**config.mk**
```make
export PLATFORM = sky130hd
export DESIGN_NAME = prm_edge_scan
export DESIGN_NICKNAME = d
export VERILOG_FILES = /design/src/rtl/prm_scan_pkg.sv /design/src/rtl/prm_scan_fifo.sv /design/src/rtl/prm_edge_scan.sv
export SDC_FILE = /design/constraint.sdc
export NUM_CORES = 1
export LEC_CHECK = 0
export CORE_AREA = 2 2 93 185
export CTS_BUF_LIST = sky130_fd_sc_hd__clkbuf_4 sky130_fd_sc_hd__clkbuf_8
export CTS_CLUSTER_SIZE = 16
export DETAILED_ROUTE_END_ITERATION = 8
export DIE_AREA = 0 0 95 187
export PLACE_DENSITY = 0.83
export SLEW_MARGIN = 30
export SYNTH_ARGS = -nofsm -noshare
export SYNTH_HDL_FRONTEND = slang
export SYNTH_HIERARCHICAL = 1
export SYNTH_SLANG_ARGS = --single-unit
```
**constraint.sdc**
```tcl
create_clock -name clk -period 7 [get_ports clk]
set_input_delay 1.4 -clock clk [delete_from_list [all_inputs] [get_ports clk]]
set_output_delay 1.4 -clock clk [all_outputs]
set_load 0.02 [all_outputs]
```
**src/rtl/prm_scan_pkg.sv**
```systemverilog
// Shared widths, FIFO depth and scan state encoding for the edge-scan block.
package prm_scan_pkg;

  localparam int PRM_CODE_W     = 15;
  localparam int PRM_WORD_W     = 32;
  localparam int PRM_FIFO_DEPTH = 2;

  typedef enum logic [1:0] {
    S_IDLE  = 2'd0,
    S_ISSUE = 2'd1,
    S_DRAIN = 2'd2,
    S_DONE  = 2'd3
  } scan_state_e;

endpackage

```
**src/rtl/prm_scan_fifo.sv**
```systemverilog
// Two-entry valid/ready FIFO holding {last, data} result words.
// A push is accepted while full if a pop happens in the same cycle.
module prm_scan_fifo
  import prm_scan_pkg::*;
#(
  parameter int WORD_W = PRM_WORD_W
) (
  input  logic              clk,
  input  logic              rst,
  input  logic              in_valid,
  output logic              in_ready,
  input  logic [WORD_W-1:0] in_data,
  input  logic              in_last,
  output logic              out_valid,
  input  logic              out_ready,
  output logic [WORD_W-1:0] out_data,
  output logic              out_last
);

  logic [WORD_W:0] mem [PRM_FIFO_DEPTH];
  logic            wr_ptr;
  logic            rd_ptr;
  logic [1:0]      cnt;
  logic            push;
  logic            pop;

  assign out_valid = (cnt != 2'd0);
  assign in_ready  = (cnt < 2'(PRM_FIFO_DEPTH)) || out_ready;
  assign push      = in_valid && in_ready;
  assign pop       = out_valid && out_ready;
  assign out_data  = out_valid ? mem[rd_ptr][WORD_W-1:0] : '0;
  assign out_last  = out_valid ? mem[rd_ptr][WORD_W] : 1'b0;

  // Storage, pointers and occupancy; push and pop may coincide.
  always_ff @(posedge clk) begin
    if (rst) begin
      for (int k = 0; k < PRM_FIFO_DEPTH; k++) mem[k] <= '0;
      wr_ptr <= 1'b0;
      rd_ptr <= 1'b0;
      cnt    <= 2'd0;
    end else begin
      if (push) begin
        mem[wr_ptr] <= {in_last, in_data};
        wr_ptr      <= ~wr_ptr;
      end
      if (pop) rd_ptr <= ~rd_ptr;
      case ({push, pop})
        2'b10:   cnt <= cnt + 2'd1;
        2'b01:   cnt <= cnt - 2'd1;
        default: cnt <= cnt;
      endcase
    end
  end

endmodule

```
**src/rtl/prm_edge_scan.sv**
```systemverilog
// Sweeps a range of edge query codes through the obstacle checker and packs
// the returned mask bits into words, LSB first, behind a credited 2-word FIFO.
//
// state   | meaning
// --------+----------------------------------------------------------
// S_IDLE  | waiting for start
// S_ISSUE | driving one query per cycle, stalls at a word boundary w/o credit
// S_DRAIN | all queries issued, waiting for the last word to be popped
// S_DONE  | one-cycle done pulse, then back to idle
module prm_edge_scan
  import prm_scan_pkg::*;
#(
  parameter int CODE_W  = PRM_CODE_W,
  parameter int WORD_W  = PRM_WORD_W,
  parameter int CHK_LAT = 1
) (
  input  logic              clk,
  input  logic              rst,
  input  logic              start,
  input  logic [CODE_W-1:0] base_code,
  input  logic [15:0]       count,
  output logic              busy,
  output logic              done,
  output logic [CODE_W-1:0] q_code,
  output logic              q_valid,
  input  logic              q_mask,
  output logic              res_valid,
  input  logic              res_ready,
  output logic [WORD_W-1:0] res_data,
  output logic              res_last,
  output logic [15:0]       blk_cnt
);

  localparam int BIT_W = $clog2(WORD_W);

  scan_state_e       state, state_nxt;
  logic [CODE_W-1:0] base_r;
  logic [15:0]       count_r;
  logic [15:0]       last_idx;
  logic [15:0]       idx;
  logic [1:0]        credits;
  logic              accept;
  logic              at_bound;
  logic              stall;
  logic              consume;
  logic              pop;
  logic              smp_v;
  logic [15:0]       smp_idx;
  logic [BIT_W-1:0]  smp_bit;
  logic [WORD_W-1:0] asm_r, asm_nxt;
  logic              word_done;
  logic              push;
  logic              push_last;
  logic              fifo_in_ready;

  assign accept   = (state == S_IDLE) && start;
  assign last_idx = count_r - 16'd1;
  assign at_bound = (idx[BIT_W-1:0] == '0);
  assign pop      = res_valid && res_ready;
  // A pop this cycle frees a slot, so it may release a boundary stall at once.
  assign stall    = at_bound && (credits == 2'd0) && !pop;
  assign consume  = q_valid && at_bound;

  // State register.
  always_ff @(posedge clk) begin
    if (rst) state <= S_IDLE;
    else     state <= state_nxt;
  end

  // Next-state and control outputs.
  always_comb begin
    state_nxt = state;
    busy      = 1'b0;
    done      = 1'b0;
    q_valid   = 1'b0;
    q_code    = '0;
    unique case (state)
      S_IDLE: begin
        if (start) state_nxt = (count == 16'd0) ? S_DONE : S_ISSUE;
      end
      S_ISSUE: begin
        busy    = 1'b1;
        q_code  = base_r + CODE_W'(idx);
        q_valid = !stall;
        if (q_valid && (idx == last_idx)) state_nxt = S_DRAIN;
      end
      S_DRAIN: begin
        busy = 1'b1;
        if (pop && res_last) state_nxt = S_DONE;
      end
      S_DONE: begin
        busy      = 1'b1;
        done      = 1'b1;
        state_nxt = S_IDLE;
      end
      default: state_nxt = S_IDLE;
    endcase
  end

  // Scan parameters and query index.
  always_ff @(posedge clk) begin
    if (rst) begin
      base_r  <= '0;
      count_r <= '0;
      idx     <= '0;
    end else if (accept) begin
      base_r  <= base_code;
      count_r <= count;
      idx     <= '0;
    end else if (q_valid) begin
      idx <= idx + 16'd1;
    end
  end

  // Word credits: taken when a word's first query issues, returned on pop.
  always_ff @(posedge clk) begin
    if (rst) begin
      credits <= 2'(PRM_FIFO_DEPTH);
    end else begin
      case ({consume, pop})
        2'b10:   credits <= credits - 2'd1;
        2'b01:   credits <= credits + 2'd1;
        default: credits <= credits;
      endcase
    end
  end

  // Checker latency pipe: q_mask belongs to the query issued CHK_LAT cycles ago.
  generate
    if (CHK_LAT == 0) begin : g_nopipe
      assign smp_v   = q_valid;
      assign smp_idx = idx;
    end else begin : g_pipe
      logic [CHK_LAT-1:0] pv;
      logic [15:0]        pidx [CHK_LAT];

      // Shift query valid/index along with the checker's latency.
      always_ff @(posedge clk) begin
        if (rst) begin
          pv <= '0;
          for (int k = 0; k < CHK_LAT; k++) pidx[k] <= '0;
        end else begin
          pv[0]   <= q_valid;
          pidx[0] <= idx;
          for (int k = 1; k < CHK_LAT; k++) begin
            pv[k]   <= pv[k-1];
            pidx[k] <= pidx[k-1];
          end
        end
      end

      assign smp_v   = pv[CHK_LAT-1];
      assign smp_idx = pidx[CHK_LAT-1];
    end
  endgenerate

  assign smp_bit   = smp_idx[BIT_W-1:0];
  assign push_last = (smp_idx == last_idx);
  assign word_done = (smp_bit == BIT_W'(WORD_W - 1)) || push_last;
  assign push      = smp_v && word_done && fifo_in_ready;

  // Word under assembly with the current result merged in; bit 0 starts fresh.
  always_comb begin
    asm_nxt = (smp_bit == '0) ? '0 : asm_r;
    if (q_mask) asm_nxt[smp_bit] = 1'b1;
  end

  // Assembly register, cleared whenever a word leaves for the FIFO.
  always_ff @(posedge clk) begin
    if (rst)        asm_r <= '0;
    else if (smp_v) asm_r <= word_done ? '0 : asm_nxt;
  end

  // Blocked-edge tally for the current or most recent scan.
  always_ff @(posedge clk) begin
    if (rst)                  blk_cnt <= '0;
    else if (accept)          blk_cnt <= '0;
    else if (smp_v && q_mask) blk_cnt <= blk_cnt + 16'd1;
  end

  prm_scan_fifo #(
    .WORD_W(WORD_W)
  ) u_fifo (
    .clk      (clk),
    .rst      (rst),
    .in_valid (push),
    .in_ready (fifo_in_ready),
    .in_data  (asm_nxt),
    .in_last  (push_last),
    .out_valid(res_valid),
    .out_ready(res_ready),
    .out_data (res_data),
    .out_last (res_last)
  );

endmodule

```
==> flow_summary.json, run 1 <==
{
  "cts_tree": "built",
  "start_util_pct": 58.26,
  "worstHoldEndpoint": "base_r[4]",
  "final_antenna_net_count": 0,
  "dr.pass1.iters": 6,
  "ys_seq_area_share_pct": 45.77,
  "cp-start-kind": "flop",
  "status": "finished clean",
  "post-cts-setup-buffer-count": 0,
  "syn-instance-count": 1036,
  "post-route-period-util_pct": 77.79,
  "worstPathArrival_ns": 4.05,
  "place_area_sq_mm": 0.01066,
  "overflow": 0,
  "hold_class": "flop to flop",
  "worstMarginPinSlew_ns": 0.7908,
  "dieArea_sq_mm": 0.01777,
  "synthArstFlopShare_pct": 0,
  "synth_top_cell_by_area": "dfxtp_1",
  "setup_viol_count_final": 0,
  "max-clock-path-buffers": 2,
  "skew_ns": 0.01459,
  "critPathMaxStageDelay_ns": 0.67,
  "port_buffers": 103,
  "slew_headroom_pct": 47.00,
  "yosysMostFrequentCell": "nor2_1",
  "cts_num_sinks": 187,
  "critPathKind": "flop to primary output",
  "crit_path_top_delay_cell": "clkdlybuf4s50_1",
  "grt_first_pass_wirelength_microns": 35420,
  "wl_microns": 21600,
  "path_buf_inv": 1,
  "leakage_nw": 3.855,
  "yosys-top-cells-area": "dfxtp_1 25%, edfxtp_1 21%, nor2_1 6.4%",
  "area_delta_synth_final_pct": 15.10,
  "crit_chain": "ha_1 -> fa_1 -> a21o_1 -> a2111oi_0 -> nor3b_1 -> a311oi_1 -> o21ai_0 -> a21boi_0 -> clkdlybuf4s50_1",
  "rows": 67,
  "syn_area_sq_mm": 0.009622,
  "grt_setup_unrepaired": "false",
  "clk_pin_slew_ns": 0.10,
  "grt_max_degree": 44,
  "ff2ff_path_depth": 12,
  "final_layout_size_suffix_gt1_share_pct": 5.745,
  "max_freq_mhz": 183.7,
  "critPathRequiredTime_ns": 5.60,
  "r2r_slack_ns": 2.09,
  "vias": 7673,
  "ctsResizeCount": 0,
  "critical-path-top-delay-family": "compound AO/OA/AOI/OAI gates",
  "reg2reg_from": "count_r[0]",
  "setup_tns_ns": 0,
  "clockRootBuffer": "clkbuf_8",
  "final_area_sq_mm": 0.01107,
  "globalplace.congestion": 0.9176,
  "yosysWarningCount": 6,
  "finalHoldViolCount": 0,
  "die_y_microns": 187,
  "holdPathStages": 2,
  "grt_antenna_before_repair": 0,
  "drc_errors": 0,
  "grt_use_total_pct": 24.99,
  "dp_hpwl_microns": 15130,
  "min_from": "base_r[4]",
  "die_x_microns": 95,
  "reg2reg_to": "u_fifo/mem[0][12]",
  "insertion_delay_ns": 0.47,
  "antenna_cells": 0,
  "wl_per_cell_microns": 16.35,
  "vias_per_cell": 5.808,
  "synth_commonest_cells": "164 x nor2_1, 121 x dfxtp_1, 110 x nand2_1",
  "fin_crit_ns": 5.445,
  "synth-seq-cells": 187,
  "power_density_mw_per_mm2": 242.7,
  "synth.avg_cell_area_sq_um": 9.287,
  "htreeDepth": 4,
  "core-area_sq_mm": 0.01651,
  "drt_iter0_markers": 545,
  "synth_edf_count": 66,
  "synth_top_area_share_pct": 25.18,
  "postCtsHoldBufs": 0,
  "synth_fp_nets": 1098,
  "ir_worst_vdd_uv": 319.5,
  "synth-main-ff-cell": "dfxtp_1",
  "cts_buffers": 17,
  "nets": 1163,
  "report.final.slew_viol_count": 0,
  "cp_max_fo": 6,
  "ys_types": 65,
  "max_cap_viol_count": 0,
  "grt_pass1_vias": 7394,
  "io_pins": 104,
  "end_kind": "primary output"
}
==> flip-flops by register name, summed over array words and instances (netlist names), named ones only <==
| register | count |
|---|---|
| u_fifo/mem | 66 |
| asm_r | 32 |
| blk_cnt | 16 |
| count_r | 16 |
| g_pipe.pidx | 16 |
| idx | 16 |
| base_r | 15 |
| credits | 2 |
| state | 2 |
| u_fifo/cnt | 2 |
| g_pipe.pv | 1 |
| u_fifo/rd_ptr | 1 |
| u_fifo/wr_ptr | 1 |
==> worst max path at each step <==
| stage | startpoint | cells past startpoint | slack (ns) | to |
|---|---|---|---|---|
| 3_5_place_dp | count_r[0] | 12 | 2.09 | u_fifo/mem[0][24] |
| 4_1_cts | idx[0] | 9 | 1.62 | q_code[14] |
| 6_report | idx[0] | 9 | 1.55 | q_code[14] |
| 2_1_floorplan | idx[0] | 8 | 2.91 | q_code[14] |
| 5_1_grt | idx[0] | 9 | 1.22 | q_code[14] |
| 3_3_place_gp | idx[0] | 10 | 2.21 | q_code[12] |
==> cell type report <==
cell class	instances	area, sq um
fill	1365	5440
clock inverter	15	175.2
multi-input combinational	767	4855
inverter	18	67.56
tap	207	259.0
clock buffer	17	234.0
timing repair buffer	110	1079
sequential	187	4405
==> metal layers <==
metal,track usage (%),routed length [microns],up-vias
li1,-,-,3737
met1,33.61,9470,3665
met2,41.19,10780,241
met3,3.707,958,30
met4,7.915,391,0
met5,0,0,-
==> metrics by stage <==
step / worst slack, ns / hold WS, ns / utilization [%] / total power [W] / cells
floorplan: 2.910 / 0.4366 / - / 0.001789 / 1036
detailed placement: 2.094 / 0.4541 / 64.57 / 0.001972 / 1289
CTS: 1.617 / 0.4687 / 67.04 / 0.002693 / 1321
global route: 1.216 / 0.4975 / 67.06 / 0.002823 / 1321
finish: 1.555 / 0.4666 / 67.06 / 0.002687 / 1321
global placement: 2.210 / 0.4478 / 64.51 / 0.001950 / 1289
==> cells in the final DEF, fill, tap and decap left out, drive strengths merged, types with 17 or more instances in the layout <==
cell type	netlist	routed
inv	18	26
ha	25	25
edfxtp	66	66
nand2b	39	39
mux2i	36	36
a22o	47	47
xor2	37	37
dfxtp	121	121
clkbuf	34	17
clkdlybuf4s50	0	102
nand3	24	24
nand2	110	110
xnor2	39	39
o21ai	32	32
a21oi	54	54
nor2	164	164
==> power by group <==
group / internal [W] / switching (W) / total (W)
clock network: 0.000302 / 0.000430 / 0.000732
registers: 0.00118 / 0.0000709 / 0.00125
logic: 0.000290 / 0.000412 / 0.000702
total: 0.00177 / 0.000913 / 0.00269
==> tightest hold or removal path: cells and delay by family (launching register included) <==
family | cells | cell delay [ns]
flip-flops | 1 | 0.33
AO/OA/AOI/OAI | 1 | 0.05
AND/OR/NAND/NOR | 1 | 0.05
==> kinds of logic (layout without fill, tap and decap cells) <==
family	Yosys count	count (layout)	synth area share, %
AO/OA/AOI/OAI	173	173	12.20
XOR/XNOR	80	80	7.854
adder cells (fa/ha/maj)	26	26	3.459
buffers and inverters	82	160	3.940
flip-flops	187	187	45.77
multiplexers	37	37	3.862
AND/OR/NAND/NOR	451	451	22.91
No activity file was read; power rests on OpenSTA's default activity.
==> run 2: changes to the inputs <==
--- a/config.mk
+++ b/config.mk
@@ -5,12 +5,12 @@
 export SDC_FILE = /design/constraint.sdc
 export NUM_CORES = 1
 export LEC_CHECK = 0
-export CORE_AREA = 2 2 93 185
+export CORE_AREA = 2 2 99 196
 export CTS_BUF_LIST = sky130_fd_sc_hd__clkbuf_4 sky130_fd_sc_hd__clkbuf_8
 export CTS_CLUSTER_SIZE = 16
 export DETAILED_ROUTE_END_ITERATION = 8
-export DIE_AREA = 0 0 95 187
-export PLACE_DENSITY = 0.83
+export DIE_AREA = 0 0 101 198
+export PLACE_DENSITY = 0.77
 export SLEW_MARGIN = 30
 export SYNTH_ARGS = -nofsm -noshare
 export SYNTH_HDL_FRONTEND = slang
==> constraint.sdc (replaced) <==
create_clock -name clk -period 4.4 [get_ports clk]
set_input_delay 0.88 -clock clk [delete_from_list [all_inputs] [get_ports clk]]
set_output_delay 0.88 -clock clk [all_outputs]
set_load 0.02 [all_outputs]
==> run 2 against run 1 <==
  * Sequential power grew 59%
  * Non-clock buffer count grew 12
  * First-iteration DRC count shrank 43%
  * Clock-buffer cell count is the same
  * Wire length grew 2.6%
  * Register-to-register slack lost 1.3 ns
  * Cell count grew 1.8%
  * Cell area grew 0.90%
  * Utilization shrank 7.2 points
  * Combinational power grew 65%
  * Setup slack lost 1.3 ns
  * Critical endpoint is now q_code[8]
  * Largest cell class unchanged
  * Largest power group unchanged
==> flow_summary.json, run 2 (synthesis gave the netlist of run 1 again) <==
{
  "status": "finished clean",
  "final_layout_size_suffix_gt1_share_pct": 6.838,
  "grt_pass1_vias": 7547,
  "io_pins": 104,
  "postCtsHoldBufs": 0,
  "mostFrequentLayoutCell": "nor2_1",
  "fin_crit_ns": 4.150,
  "drc_errors": 0,
  "post-cts-setup-buffer-count": 0,
  "end_kind": "primary output",
  "grt_antenna_before_repair": 0,
  "total_power_w": 0.004329,
  "max_cap_viol_count": 0,
  "setup_tns_ns": 0,
  "rows": 71,
  "critPathMaxStageDelay_ns": 0.65,
  "largest_register": "u_fifo/mem",
  "report.final.slew_viol_count": 0,
  "die_x_microns": 101,
  "reg_top3": "u_fifo/mem: 66 flops, asm_r: 32 flops",
  "dr.pass1.iters": 4,
  "grt_setup_unrepaired": "false",
  "nets": 1175,
  "finalHoldViolCount": 0,
  "vias_per_cell": 5.638,
  "post-route-period-util_pct": 94.32,
  "final_antenna_net_count": 0,
  "cp_max_fo": 4,
  "leakage_nw": 3.945,
  "power_density_mw_per_mm2": 387.4,
  "hold_class": "flop to flop",
  "slew_headroom_pct": 50.73,
  "worstMarginPinSlew_ns": 0.7288,
  "wl_microns": 22170,
  "insertion_delay_ns": 0.47,
  "final_cell_mix": "163 x nor2_1, 120 x dfxtp_1, 109 x nand2_1",
  "setup_viol_count_final": 0,
  "dieArea_sq_mm": 0.02000,
  "path_buf_inv": 3,
  "critPathKind": "flop to primary output",
  "dp_hpwl_microns": 16550,
  "ir_worst_vdd_uv": 286.5,
  "critPathRequiredTime_ns": 3.52,
  "wl_per_cell_microns": 16.48,
  "core-area_sq_mm": 0.01866,
  "clockRootBuffer": "clkbuf_8",
  "grt_use_total_pct": 22.64,
  "grt_max_degree": 64,
  "die_y_microns": 198,
  "skew_ns": 0.01781,
  "grt_first_pass_wirelength_microns": 35600,
  "globalplace.congestion": 0.9114,
  "area_delta_synth_final_pct": 16.14,
  "vias": 7583,
  "overflow": 0,
  "cts_num_sinks": 187,
  "max-clock-path-buffers": 2,
  "start_util_pct": 51.58,
  "crit_chain": "ha_1 -> fa_1 -> a21o_1 -> a2111oi_1 -> buf_4 -> nor3b_1 -> buf_4 -> nor3b_1 -> clkdlybuf4s50_1",
  "port_buffers": 103,
  "cts_tree": "built",
  "clk_pin_slew_ns": 0.10,
  "critical-path-top-delay-family": "buffers and inverters",
  "max_freq_mhz": 241.0,
  "htreeDepth": 4,
  "crit_path_top_delay_cell": "clkdlybuf4s50_1",
  "cp-start-kind": "flop",
  "worstPathArrival_ns": 3.27,
  "largest_reg_flops": 66,
  "cts_buffers": 17,
  "antenna_cells": 0,
  "drt_iter0_markers": 310
}
[run 2: changes by cell type in the layout (fill, tap and decap cells not counted), moves of 2 or more]
cell             change
buf_4               +12
clkinv_4             +4
clkdlybuf4s50_1      -3
clkbuf_2             +2
clkinvlp_4           -2
inv_8                -2
[run 2: power breakdown]
part / switching, W / internal, W
Sequential: 0.000112 / 0.00188
Combinational: 0.000686 / 0.000474
Clock: 0.000650 / 0.000526
[run 2: area by class of cell]
| class | count | area [sq um] |
|---|---|---|
| fillers | 1613 | 7481 |
| flip-flops and latches | 187 | 4405 |
| clock buffers | 17 | 234.0 |
| well taps | 219 | 274.0 |
| clock inverters | 15 | 182.7 |
| inverters | 18 | 67.56 |
| repair buffers | 122 | 1161 |
| multi-input cells | 767 | 4850 |
[run 2: routing by layer]
layer / up-vias / global-route usage [%] / wire [microns]
met5: - / 0 / 0
met3: 70 / 2.541 / 585
met1: 3583 / 21.66 / 7912
li1: 3758 / - / -
met4: 0 / 13.26 / 1136
met2: 172 / 44.49 / 12530
[run 2: path summary, 6_finish.rpt]
check / startpoint / slack (ns) / endpoint / cells after the start
worst min register to register: base_r[9] / 0.47 / base_r[9] / 2
worst max register to register: count_r[0] / 0.75 / u_fifo/cnt[1] / 13
worst min-delay path: base_r[9] / 0.47 / base_r[9] / 2
worst max-delay path: base_r[0] / 0.25 / q_code[8] / 9
[run 2: stage by stage]
stage,utilization (%),area (sq um),instances,setup slack (ns),hold slack [ns]
6_report,59.90,11170,1345,0.2498,0.4661
5_1_grt,59.90,11170,1345,0.09990,0.4907
4_1_cts,59.90,11170,1345,0.07756,0.4694
3_5_place_dp,57.68,10760,1313,0.3413,0.4542
3_3_place_gp,57.66,10760,1313,0.3517,0.4476
2_1_floorplan,-,9622,1036,0.8114,0.4366
[run 2: what timing repair did]
action / CTS / global route
endpoints found under the setup margin: 2 / 3
pin swaps: 0 / 0
gates resized for setup: 2 / 8
[run 2: worst min-delay path, stage by stage, from the launching register on]
cell and delay (ns):
dfxtp_1 0.33, nand2_1 0.05, a21oi_1 0.05
